### config.mk
export PLATFORM = sky130hd
export DESIGN_NAME = fpu_res_drain
export DESIGN_NICKNAME = d
export VERILOG_FILES = /design/src/rtl/fpu_res_drain_pkg.sv /design/src/rtl/fpu_res_fifo_mem.sv /design/src/rtl/fpu_res_drain.sv
export SDC_FILE = /design/constraint.sdc
export NUM_CORES = 1
export LEC_CHECK = 0
export ABC_AREA = 1
export CAP_MARGIN = 25
export CORE_MARGIN = 10
export CORE_UTILIZATION = 55
export CTS_CLUSTER_DIAMETER = 40
export CTS_CLUSTER_SIZE = 40
export DETAILED_ROUTE_END_ITERATION = 10
export GPL_ROUTABILITY_DRIVEN = 0
export PLACE_DENSITY = 0.88
export RECOVER_POWER = 100
export REMOVE_ABC_BUFFERS = 1
export SETUP_SLACK_MARGIN = 0.3
export SYNTH_ARGS = -nofsm -noshare
export SYNTH_HDL_FRONTEND = slang
export SYNTH_HIERARCHICAL = 1
export SYNTH_SLANG_ARGS = --single-unit
### constraint.sdc
create_clock -name clk -period 4.95 [get_ports clk]
set_input_delay 0.99 -clock clk [delete_from_list [all_inputs] [get_ports clk]]
set_output_delay 0.99 -clock clk [all_outputs]
set_load 0.01 [all_outputs]
### src/rtl/fpu_res_drain_pkg.sv
// fpu_res_drain_pkg: shared state encoding and FPU result-path defaults.
package fpu_res_drain_pkg;
    typedef enum logic [1:0] {
        RUN        = 2'd0,
        FLUSH      = 2'd1,
        FLUSH_WAIT = 2'd2
    } state_t;
    localparam int FPU_WIDTH = 32;
    localparam int FPU_DEPTH = 4;
endpackage

### src/rtl/fpu_res_fifo_mem.sv
// fpu_res_fifo_mem: DEPTH x DW register array, one write port, asynchronous read port.
module fpu_res_fifo_mem
    import fpu_res_drain_pkg::*;
#(
    parameter int DEPTH = FPU_DEPTH,
    parameter int DW = FPU_WIDTH,
    localparam int AW = $clog2(DEPTH)
) (
    input  logic          clk,
    input  logic          we,
    input  logic [AW-1:0] waddr,
    input  logic [DW-1:0] wdata,
    input  logic [AW-1:0] raddr,
    output logic [DW-1:0] rdata
);
    logic [DW-1:0] mem [DEPTH];
    always_ff @(posedge clk)
        if (we) mem[waddr] <= wdata;
    assign rdata = mem[raddr];
endmodule

### src/rtl/fpu_res_drain.sv
// fpu_res_drain: result FIFO between the FPU retime buffer and writeback, with flush.
// FPU_RES_DRAIN_PARITY_EN adds a stored even-parity bit per entry and the par_err output.
module fpu_res_drain
    import fpu_res_drain_pkg::*;
#(
    parameter int WIDTH = FPU_WIDTH,
    parameter int DEPTH = FPU_DEPTH,
    localparam int AW = $clog2(DEPTH)
) (
    input  logic             clk,
    input  logic             rst,
    input  logic             do_,
    input  logic [WIDTH-1:0] d_in,
    output logic             dout_en,
    output logic             wb_valid,
    output logic [WIDTH-1:0] wb_data,
    input  logic             wb_ready,
    input  logic             flush,
    output logic             flush_done,
    output logic [AW:0]      occ
`ifdef FPU_RES_DRAIN_PARITY_EN
    ,
    output logic             par_err
`endif
);
`ifdef FPU_RES_DRAIN_PARITY_EN
    localparam int PW = 1;
`else
    localparam int PW = 0;
`endif
    state_t state, state_next;
    logic [AW-1:0] rd_ptr, wr_ptr;
    logic [AW:0] occ_next;
    logic fl, wr, rd;
    logic [WIDTH+PW-1:0] wdata, rdata;
    // A flush request takes effect on the edge that enters FLUSH, discarding that cycle's write.
    assign fl = state == RUN && flush;
    assign wr = do_ && dout_en && state == RUN && !flush;
    assign wb_valid = occ != '0 && state == RUN;
    assign rd = wb_valid && wb_ready;
    assign wb_data = rdata[WIDTH-1:0];
    assign occ_next = fl ? '0 : occ + (AW+1)'(wr) - (AW+1)'(rd);
    assign state_next = state == RUN ? (flush ? FLUSH : RUN) : state == FLUSH ? FLUSH_WAIT : RUN;
`ifdef FPU_RES_DRAIN_PARITY_EN
    assign wdata = {^d_in, d_in};
`else
    assign wdata = d_in;
`endif
    fpu_res_fifo_mem #(.DEPTH(DEPTH), .DW(WIDTH+PW)) u_mem (
        .clk(clk), .we(wr), .waddr(wr_ptr), .wdata(wdata), .raddr(rd_ptr), .rdata(rdata)
    );
    always_ff @(posedge clk or negedge rst) begin
        if (!rst) begin
            state <= RUN;
            rd_ptr <= '0;
            wr_ptr <= '0;
            occ <= '0;
            dout_en <= 1'b0;
            flush_done <= 1'b0;
        end else begin
            state <= state_next;
            rd_ptr <= fl ? '0 : rd_ptr + AW'(rd);
            wr_ptr <= fl ? '0 : wr_ptr + AW'(wr);
            occ <= occ_next;
            dout_en <= state_next == RUN && occ_next < (AW+1)'(DEPTH);
            flush_done <= state_next == FLUSH_WAIT;
        end
    end
`ifdef FPU_RES_DRAIN_PARITY_EN
    always_ff @(posedge clk or negedge rst)
        if (!rst) par_err <= 1'b0;
        else par_err <= rd && !fl && (rdata[WIDTH] != ^rdata[WIDTH-1:0]);
`endif
endmodule
==> impl_metrics.py, run 1 <==
metrics = {
    "status": {
        "outcome": "finished with violations",
        "violations": "capacitance limit, slew limit",
    },
    "routing": {
        "firstDrtPassIters": 5,
        "vias": 4062,
        "drc": 0,
        "routed_wl_mm": 13.2,
        "drt_iter0_drc": 385,
        "wire_per_inst_um": 16.6,
        "via_per_inst": 5.13,
        "postRouteAntennaNets": 0,
    },
    "job": {
        "drv_cap": 3,
    },
    "sta": {
        "worst_slack_ps": 843,
        "relSlewSlack_pct": -41.0,
        "period_share_pct": 83.0,
        "fin_skew_ps": 4.14,
        "setup-tns-final_ps": 0,
        "tightest_slew_ps": 2120,
        "max_freq_mhz": 243,
        "post-route-min-period_ps": 4110,
        "rsz0062_at_grt": "false",
        "finalSetupViolCount": 0,
        "holdWs_ps": 544,
        "drv_slew": 99,
        "finalHoldViolations": 0,
    },
    "finish": {
        "fillCellCount": 708,
        "syn_to_final_growth_pct": 24.0,
        "final-instance-count-excl-fill": 792,
        "multiInputGateArea_mm2": 0.00115,
        "final_nets": 682,
        "final_layout_size_suffix_gt1_share_pct": 6.58,
        "register_area_mm2": 0.00412,
    },
    "setup_path": {
        "end_kind": "output pin",
        "crit_path_max_fanout": 20,
        "path_class": "flip-flop to output pin",
        "cp.arrival_ps": 3120,
        "cp.required_ps": 3960,
        "critPathLaunchType": "flip-flop",
    },
    "yosys": {
        "yosysWarnings": 6,
        "synth_area_leaders": "edfxtp_1 (64%), nand2_1 (10%), inv_1 (8.8%), nand3_1 (5.4%), dfrtp_1 (4.6%)",
        "synth_mux_area_share_pct": 0,
        "synth-seq-area-share_pct": 69.0,
        "yosysTopAreaCell": "edfxtp_1",
        "synth-compound-area-share_pct": 0.482,
        "avgSynthCellArea_um2": 10.7,
        "synth.distinct_cells": 22,
        "synth_top_family_by_area": "simple AND/OR/NAND/NOR gates",
        "yosys.area_share.simple_pct": 17.5,
        "synthArstFlopShare_pct": 7.91,
        "synthXorXnorAreaFrac_pct": 0.293,
        "synthCells": 559,
        "synth-adder-area-share_pct": 1.17,
        "synth_ff_type": "edfxtp_1",
        "netlist_top_cells_count": "nand2_1 (161), inv_1 (140), edfxtp_1 (128), nand3_1 (65), dfrtp_1 (11)",
        "ys_seq_elements": 139,
        "synth_edf_count": 128,
        "yosysMostFrequentCell": "nand2_1",
        "synth_top_area_share_pct": 64.4,
        "syn_area_mm2": 0.00597,
    },
    "pwr": {
        "power.static_leakage_uw": 0.00331,
        "power_density_mw_per_mm2": 531,
        "ir_drop_mv": 0.341,
    },
    "place": {
        "dp.cells": 756,
        "io_buffers": 74,
        "place_ws_ps": 1620,
        "dpl.hpwl_mm": 8.13,
    },
    "cts": {
        "clock_path_buffers": 2,
        "cts_sinks": 139,
        "cts_hold_buf": 0,
        "cts_resized": 0,
        "post_cts_buffers": 0,
        "clk_latency_ps": 520,
        "cts_max_level": 4,
        "cts_buffers": 17,
        "clockRootBuffer": "clkbuf_8",
        "cts_tree": "yes",
        "clk_pin_slew_ps": 60,
    },
    "floorplan": {
        "pin_count": 75,
        "initial_core_util_pct": 57.1,
        "die_area_mm2": 0.0154,
        "die_width_um": 124,
        "core.rowCount": 37,
        "dieHeight_um": 124,
        "coreArea_mm2": 0.0105,
    },
    "worst_hold_path": {
        "hold_path.class": "flip-flop to flip-flop",
    },
    "global_routing": {
        "grt_pass1_vias": 4123,
        "antenna_found_initial": 3,
        "grt_max_degree": 66,
        "grtUsageTotal_pct": 17.0,
        "grt_first_pass_wirelength_mm": 21.3,
        "overflow": 0,
    },
}
==> area by class of cell <==
class | instances | area share, %
repair buffers | 82 | 10.8
flip-flops and latches | 139 | 55.6
well taps | 136 | 2.30
clock buffers | 18 | 5.64
diodes | 3 | 0.101
inverters | 144 | 7.30
multi-input cells | 256 | 15.5
clock inverters | 14 | 2.72
==> cell usage in the layout, fill, tap and decap left out, types with 7 or more instances in the layout <==
cell type        instances
clkbuf_16               16
clkdlybuf4s50_1          7
dfrtp_1                 10
dlygate4sd3_1           67
edfxtp_1               128
inv_1                  142
nand2_1                162
nand3_1                 65
nor2_1                   9
==> layer usage <==
layer	vias up	wire (um)	GRT usage, %
met5	-	0	0
met4	0	110	6.41
met3	18	1080	5.82
met2	195	6790	28.9
met1	1939	5170	19.4
li1	1910	-	-
==> metrics by stage <==
step	util (%)	power [uW]	instance area, um^2
final	70.8	3930	7400
after detailed placement	65.2	2740	6820
after CTS	71.1	4060	7440
after global routing	70.7	4140	7400
after global placement	64.9	2670	6800
after floorplan	-	2040	5820
==> sequential cells by signal (all words and copies together), names as in the netlist <==
signal      count
flush_done      1
state           2
occ             3
dout_en         1
wr_ptr          2
u_mem/mem     128
rd_ptr          2
==> worst max-delay path, cell delays in order, from the launching register on <==
cell,delay [ps]
dfrtp_1,370
inv_1,390
clkbuf_1,840
nand3_1,210
nand2_1,130
dlygate4sd3_1,660
==> final timing paths <==
path / from / end / slack [ps] / cells after the start
setup reg to reg: state[1]$_DFF_PN0_ / u_mem/mem[1][14]$_DFFE_PP_ / 1870 / 6
hold reg to reg: state[1]$_DFF_PN0_ / state[1]$_DFF_PN0_ / 540 / 1
max in group asynchronous: rst / rd_ptr[0]$_DFF_PN0_ / 3710 / 1
hold / removal: state[1]$_DFF_PN0_ / state[1]$_DFF_PN0_ / 540 / 1
setup / recovery: rd_ptr[1]$_DFF_PN0_ / wb_data[16] / 840 / 5
min in group asynchronous: rst / occ[0]$_DFF_PN0_ / 880 / 1
==> cell families (layout without fill, tap and decap cells) <==
| logic type | count (synthesis) | in the layout |
|---|---|---|
| AO/OA/AOI/OAI | 3 | 3 |
| XOR/XNOR | 2 | 2 |
| adder cells (fa/ha/maj) | 5 | 5 |
| buffers and inverters | 164 | 258 |
| flip-flops | 139 | 139 |
| other | 0 | 3 |
| AND/OR/NAND/NOR | 246 | 246 |
==> power breakdown <==
part           internal, uW  switching, uW  total, uW
Combinational           515            737       1250
Clock                   861            452       1310
Sequential             1330           31.2       1370
Total                  2710           1220       3930
(Power assumes the default switching activity.)
==> run 2: changes to the inputs <==
--- a/config.mk
+++ b/config.mk
@@ -8,12 +8,12 @@
 export ABC_AREA = 1
 export CAP_MARGIN = 25
 export CORE_MARGIN = 10
-export CORE_UTILIZATION = 55
+export CORE_UTILIZATION = 50
 export CTS_CLUSTER_DIAMETER = 40
 export CTS_CLUSTER_SIZE = 40
 export DETAILED_ROUTE_END_ITERATION = 10
 export GPL_ROUTABILITY_DRIVEN = 0
-export PLACE_DENSITY = 0.88
+export PLACE_DENSITY = 0.85
 export RECOVER_POWER = 100
 export REMOVE_ABC_BUFFERS = 1
 export SETUP_SLACK_MARGIN = 0.3
==> constraint.sdc (replaced) <==
create_clock -name clk -period 3.5 [get_ports clk]
set_input_delay 0.7 -clock clk [delete_from_list [all_inputs] [get_ports clk]]
set_output_delay 0.7 -clock clk [all_outputs]
set_load 0.01 [all_outputs]
==> run 2 against run 1 <==
  * The run now ends clean
  * Design area fell by 0.35%
  * Global-route usage fell by 1.2 points
  * Clock-buffer cell count rose by 1
  * Flip-flop and latch count did not move
  * Worst hold slack got worse by 12 ps
  * Register-to-register slack got worse by 1000 ps
  * First-iteration DRC count fell by 6.0%
  * Clock power rose by 28%
  * Critical endpoint is now wb_data[5]
==> impl_metrics.py, run 2 (synthesized netlist as in run 1, its figures left out) <==
metrics = {
    "status": {
        "outcome": "finished clean",
    },
    "finish": {
        "final_layout_size_suffix_gt1_share_pct": 6.69,
        "top_regs": "u_mem/mem (128), occ (3)",
        "fillCellCount": 845,
        "largest_reg_flops": 128,
        "final-instance-count-excl-fill": 804,
        "layout_commonest_cell": "nand2_1",
        "finalInstanceArea_mm2": 0.00738,
        "largest-register": "u_mem/mem",
        "final_cell_mix": "nand2_1 (162), inv_1 (142), edfxtp_1 (128)",
        "syn_to_final_growth_pct": 23.5,
        "final_nets": 687,
    },
    "setup_path": {
        "max_stage_delay_ps": 610,
        "worstPathCellList": "buf_4 -> nand2_1 -> nand3_1 -> nand2_1 -> dlygate4sd3_1",
        "critPathLaunchType": "flip-flop",
        "crit_path_max_fanout": 30,
        "cpMostUsedCell": "nand2_1",
        "end_kind": "output pin",
        "path_class": "flip-flop to output pin",
        "cp.required_ps": 2800,
        "r2r-start": "state[1]$_DFF_PN0_",
        "cp_slowest_cell": "dlygate4sd3_1",
        "crit_start": "rd_ptr[0]$_DFF_PN0_",
        "cp.arrival_ps": 2370,
    },
    "sta": {
        "rsz0062_at_grt": "false",
        "tightest_slew_ps": 1410,
        "period_share_pct": 87.7,
        "drv_slew": 0,
        "fin_skew_ps": 6.11,
        "finalSetupViolCount": 0,
        "finalHoldViolations": 0,
        "max_freq_mhz": 326,
        "holdWs_ps": 533,
        "relSlewSlack_pct": 6.02,
        "setup-tns-final_ps": 0,
        "post-route-min-period_ps": 3070,
    },
    "pwr": {
        "power_density_mw_per_mm2": 727,
        "pwr-share-seq_pct": 36.6,
        "ir_drop_mv": 0.345,
        "swShare_pct": 31.9,
        "p_int_uw": 3650,
        "power_frac_clock_pct": 31.3,
        "p_switching_uw": 1710,
        "power_frac_comb_pct": 32.2,
        "power.static_leakage_uw": 0.00329,
    },
    "cts": {
        "clk_pin_slew_ps": 60,
        "post_cts_buffers": 0,
        "cts_buffers": 17,
        "cts_tree": "yes",
        "cts_hold_buf": 0,
        "cts_resized": 0,
        "clk_latency_ps": 410,
        "cts_max_level": 4,
        "clock_path_buffers": 2,
        "clockRootBuffer": "clkbuf_16",
        "cts_sinks": 139,
    },
    "floorplan": {
        "coreArea_mm2": 0.0116,
        "initial_core_util_pct": 51.6,
        "pin_count": 75,
        "core.rowCount": 39,
        "die_width_um": 129,
        "die_area_mm2": 0.0167,
        "dieHeight_um": 129,
    },
    "routing": {
        "vias": 4002,
        "wire_per_inst_um": 15.7,
        "firstDrtPassIters": 5,
        "postRouteAntennaNets": 0,
        "routed_wl_mm": 12.6,
        "via_per_inst": 4.98,
        "drc": 0,
        "drt_iter0_drc": 362,
    },
    "global_routing": {
        "overflow": 0,
        "grt_max_degree": 65,
        "antenna_found_initial": 3,
        "grtUsageTotal_pct": 15.9,
        "grt_pass1_vias": 4251,
        "grt_first_pass_wirelength_mm": 20.4,
    },
    "job": {
        "drv_cap": 0,
    },
    "place": {
        "dpl.hpwl_mm": 7.73,
        "io_buffers": 74,
        "dp.cells": 769,
        "placed_cell_area_mm2": 0.00687,
    },
    "worst_hold_path": {
        "hold_path.class": "flip-flop to flip-flop",
        "min_from": "state[1]$_DFF_PN0_",
    },
}
## run 2: power groups by stage
stage | clock, uW | sequential, uW | combinational (uW)
6_report | 1680 | 1960 | 1720
2_1_floorplan | 0 | 2070 | 817
5_1_grt | 1760 | 1970 | 1930
3_3_place_gp | 0 | 1990 | 1820
4_1_cts | 1700 | 1960 | 1890
3_5_place_dp | 0 | 2000 | 1870
## run 2: worst paths after layout
kind	end	slack, ps	cells after the start
worst min register to register	flush_done$_DFF_PN0_	530	1
worst min-delay path	flush_done$_DFF_PN0_	530	1
min in group asynchronous	occ[0]$_DFF_PN0_	700	1
worst max-delay path	wb_data[5]	430	5
worst max register to register	u_mem/mem[3][7]$_DFFE_PP_	840	6
max in group asynchronous	rd_ptr[0]$_DFF_PN0_	2420	1
## run 2: layout make-up
type                            instances  area [um^2]  share of cell area (%)
Sequential cell                       139         4120                    55.8
Multi-Input combinational cell        256         1150                    15.6
Timing Repair Buffer                   87          822                    11.1
Inverter                              144          541                    7.33
Clock buffer                           19          433                    5.87
Tap cell                              143          179                    2.42
Clock inverter                         13          128                    1.73
Antenna cell                            3         7.51                   0.102
## run 2: metrics by stage
stage	util [%]	power [uW]	setup WS, ps
final	63.8	5360	431
after global routing	63.8	5660	294
after CTS	64.2	5550	519
after detailed placement	59.4	3870	788
after global placement	59.4	3810	850
after floorplan	-	2880	-168
## run 2: layer usage
metal	routed length, um	global-route usage [%]	vias up
li1	-	-	1919
met1	4790	16.7	1915
met2	6450	27.1	131
met3	1080	6.44	37
met4	311	8.03	0
met5	0	0	-
## run 2: worst max-delay path: cells and delay by family (launching register included)
family	cells	cell delay (ps)
buffers and inverters	2	1010
flip-flops	1	590
AND/OR/NAND/NOR	3	340
==> run 3: changes to the inputs <==
--- a/config.mk
+++ b/config.mk
@@ -7,7 +7,7 @@
 export LEC_CHECK = 0
 export ABC_AREA = 1
 export CAP_MARGIN = 25
-export CORE_MARGIN = 10
+export CORE_ASPECT_RATIO = 0.6
 export CORE_UTILIZATION = 50
 export CTS_CLUSTER_DIAMETER = 40
 export CTS_CLUSTER_SIZE = 40
==> run 3 against run 2 <==
  * Fmax increased by 0.89%
  * Clock-buffer cell count is 1 higher
  * Worst setup slack improved by 27 ps
  * Total power down 2.9%
  * Global-route usage is 5.0 points higher
  * Highest routed layer unchanged
  * Non-clock buffer count shrank 5
  * Critical path depth is the same
  * Largest power group unchanged
==> impl_metrics.py, run 3 (synthesized netlist as in run 1, its figures left out) <==
metrics = {
    "sta": {
        "max_freq_mhz": 329,
        "drv_slew": 0,
        "rsz0062_at_grt": "false",
        "fin_skew_ps": 5.65,
        "period_share_pct": 86.9,
        "finalSetupViolCount": 0,
        "finalHoldViolations": 0,
        "tightest_slew_ps": 1070,
        "setup-tns-final_ps": 0,
        "relSlewSlack_pct": 28.5,
        "post-route-min-period_ps": 3040,
        "holdWs_ps": 529,
    },
    "finish": {
        "final-instance-count-excl-fill": 813,
        "syn_to_final_growth_pct": 22.5,
        "layout_commonest_cell": "nand2_1",
        "final_layout_size_suffix_gt1_share_pct": 6.43,
        "n_antenna_cell": 0,
        "final_nets": 682,
        "final_cell_mix": "nand2_1 (161), inv_1 (141), edfxtp_1 (128)",
        "finalInstanceArea_mm2": 0.00732,
        "top_regs": "u_mem/mem (128), occ (3)",
        "largest-register": "u_mem/mem",
        "largest_reg_flops": 128,
    },
    "place": {
        "dp.cells": 781,
        "dpl.hpwl_mm": 7.00,
        "placed_cell_area_mm2": 0.00684,
        "io_buffers": 74,
    },
    "floorplan": {
        "die_area_mm2": 0.0124,
        "core.rowCount": 30,
        "die_width_um": 143,
        "pin_count": 75,
        "coreArea_mm2": 0.0114,
        "initial_core_util_pct": 52.2,
        "dieHeight_um": 86.7,
    },
    "status": {
        "outcome": "finished clean",
    },
    "routing": {
        "firstDrtPassIters": 7,
        "vias": 3915,
        "drc": 0,
        "via_per_inst": 4.82,
        "postRouteAntennaNets": 0,
        "wire_per_inst_um": 14.5,
        "drt_iter0_drc": 359,
        "routed_wl_mm": 11.8,
    },
    "pwr": {
        "power.static_leakage_uw": 0.00326,
        "ir_drop_mv": 0.407,
        "power_density_mw_per_mm2": 712,
        "p_total_uw": 5210,
    },
    "global_routing": {
        "grt_first_pass_wirelength_mm": 18.8,
        "overflow": 0,
        "grtUsageTotal_pct": 20.8,
        "grt_pass1_vias": 3922,
        "antenna_found_initial": 0,
        "grt_max_degree": 66,
    },
    "cts": {
        "clock_path_buffers": 2,
        "cts_tree": "yes",
        "clk_pin_slew_ps": 50,
        "cts_max_level": 4,
        "cts_sinks": 139,
        "cts_buffers": 17,
        "clk_latency_ps": 410,
        "post_cts_buffers": 0,
        "clockRootBuffer": "clkbuf_16",
    },
    "job": {
        "drv_cap": 0,
    },
    "setup_path": {
        "worstPathCellList": "buf_4 -> nand2_1 -> nand3_1 -> nand2_1 -> dlygate4sd3_1",
        "cp_top_family": "buffers and inverters",
        "cpMostUsedCell": "nand2_1",
        "max_stage_delay_ps": 600,
        "end_kind": "output pin",
        "cp_slowest_cell": "dlygate4sd3_1",
        "critical_path_buf_inv_count": 2,
        "cp.required_ps": 2800,
        "path_class": "flip-flop to output pin",
        "crit_path_max_fanout": 65,
        "cp.arrival_ps": 2340,
        "critPathLaunchType": "flip-flop",
    },
    "worst_hold_path": {
        "hold_path.class": "flip-flop to flip-flop",
    },
}
==> run 3: layout make-up <==
cell class                      count  area (um^2)
Inverter                          144          543
Fill cell                         837         4130
Multi-Input combinational cell    256         1150
Clock inverter                     12         81.3
Sequential cell                   139         4120
Clock buffer                       20          437
Tap cell                          160          200
Timing Repair Buffer               82          786
==> run 3: worst register-to-register path, stage by stage, from the launching register on <==
cell      delay [ps]
dfrtp_1          420
nor2_4           140
nand4_1          130
inv_1            110
inv_1             80
nor3_1           240
clkbuf_1         830
==> run 3: power by group <==
| part | switching [uW] | internal [uW] | leakage [uW] |
|---|---|---|---|
| logic | 1010 | 701 | 0.00171 |
| registers | 43.2 | 1890 | 0.00129 |
| clock network | 611 | 954 | 0.000255 |
| total | 1670 | 3540 | 0.00326 |
==> run 3: repair_timing <==
| item | in CTS | in global routing |
|---|---|---|
| endpoints found under the setup margin | 1 | 0 |
| resized for setup | 1 | 0 |
| hold buffers | 0 | 0 |
| hold endpoints to repair | 0 | 0 |
==> run 3: stage by stage <==
stage / util (%) / setup slack [ps]
6_report: 63.9 / 458
5_1_grt: 63.9 / 281
4_1_cts: 64.3 / 576
3_5_place_dp: 59.7 / 759
3_3_place_gp: 59.7 / 840
2_1_floorplan: - / -168
==> run 3: worst paths after layout <==
path                                startpoint                         to  slack (ps)  depth (start not counted)
max in group asynchronous                  rst        rd_ptr[0]$_DFF_PN0_        2450                          1
setup / recovery           rd_ptr[0]$_DFF_PN0_                wb_data[15]         460                          5
setup reg to reg            state[1]$_DFF_PN0_  u_mem/mem[2][6]$_DFFE_PP_        1150                          6
hold reg to reg             state[1]$_DFF_PN0_       flush_done$_DFF_PN0_         530                          1
min in group asynchronous                  rst        wr_ptr[1]$_DFF_PN0_         690                          1
hold / removal              state[1]$_DFF_PN0_       flush_done$_DFF_PN0_         530                          1
==> run 3: layer usage <==
layer  track usage, %  wire (um)  up-vias
met5                0          0        -
met4             8.60        152        0
met3             5.64        883       18
met2             35.0       5790      162
met1             25.8       4980     1835
li1                 -          -     1900
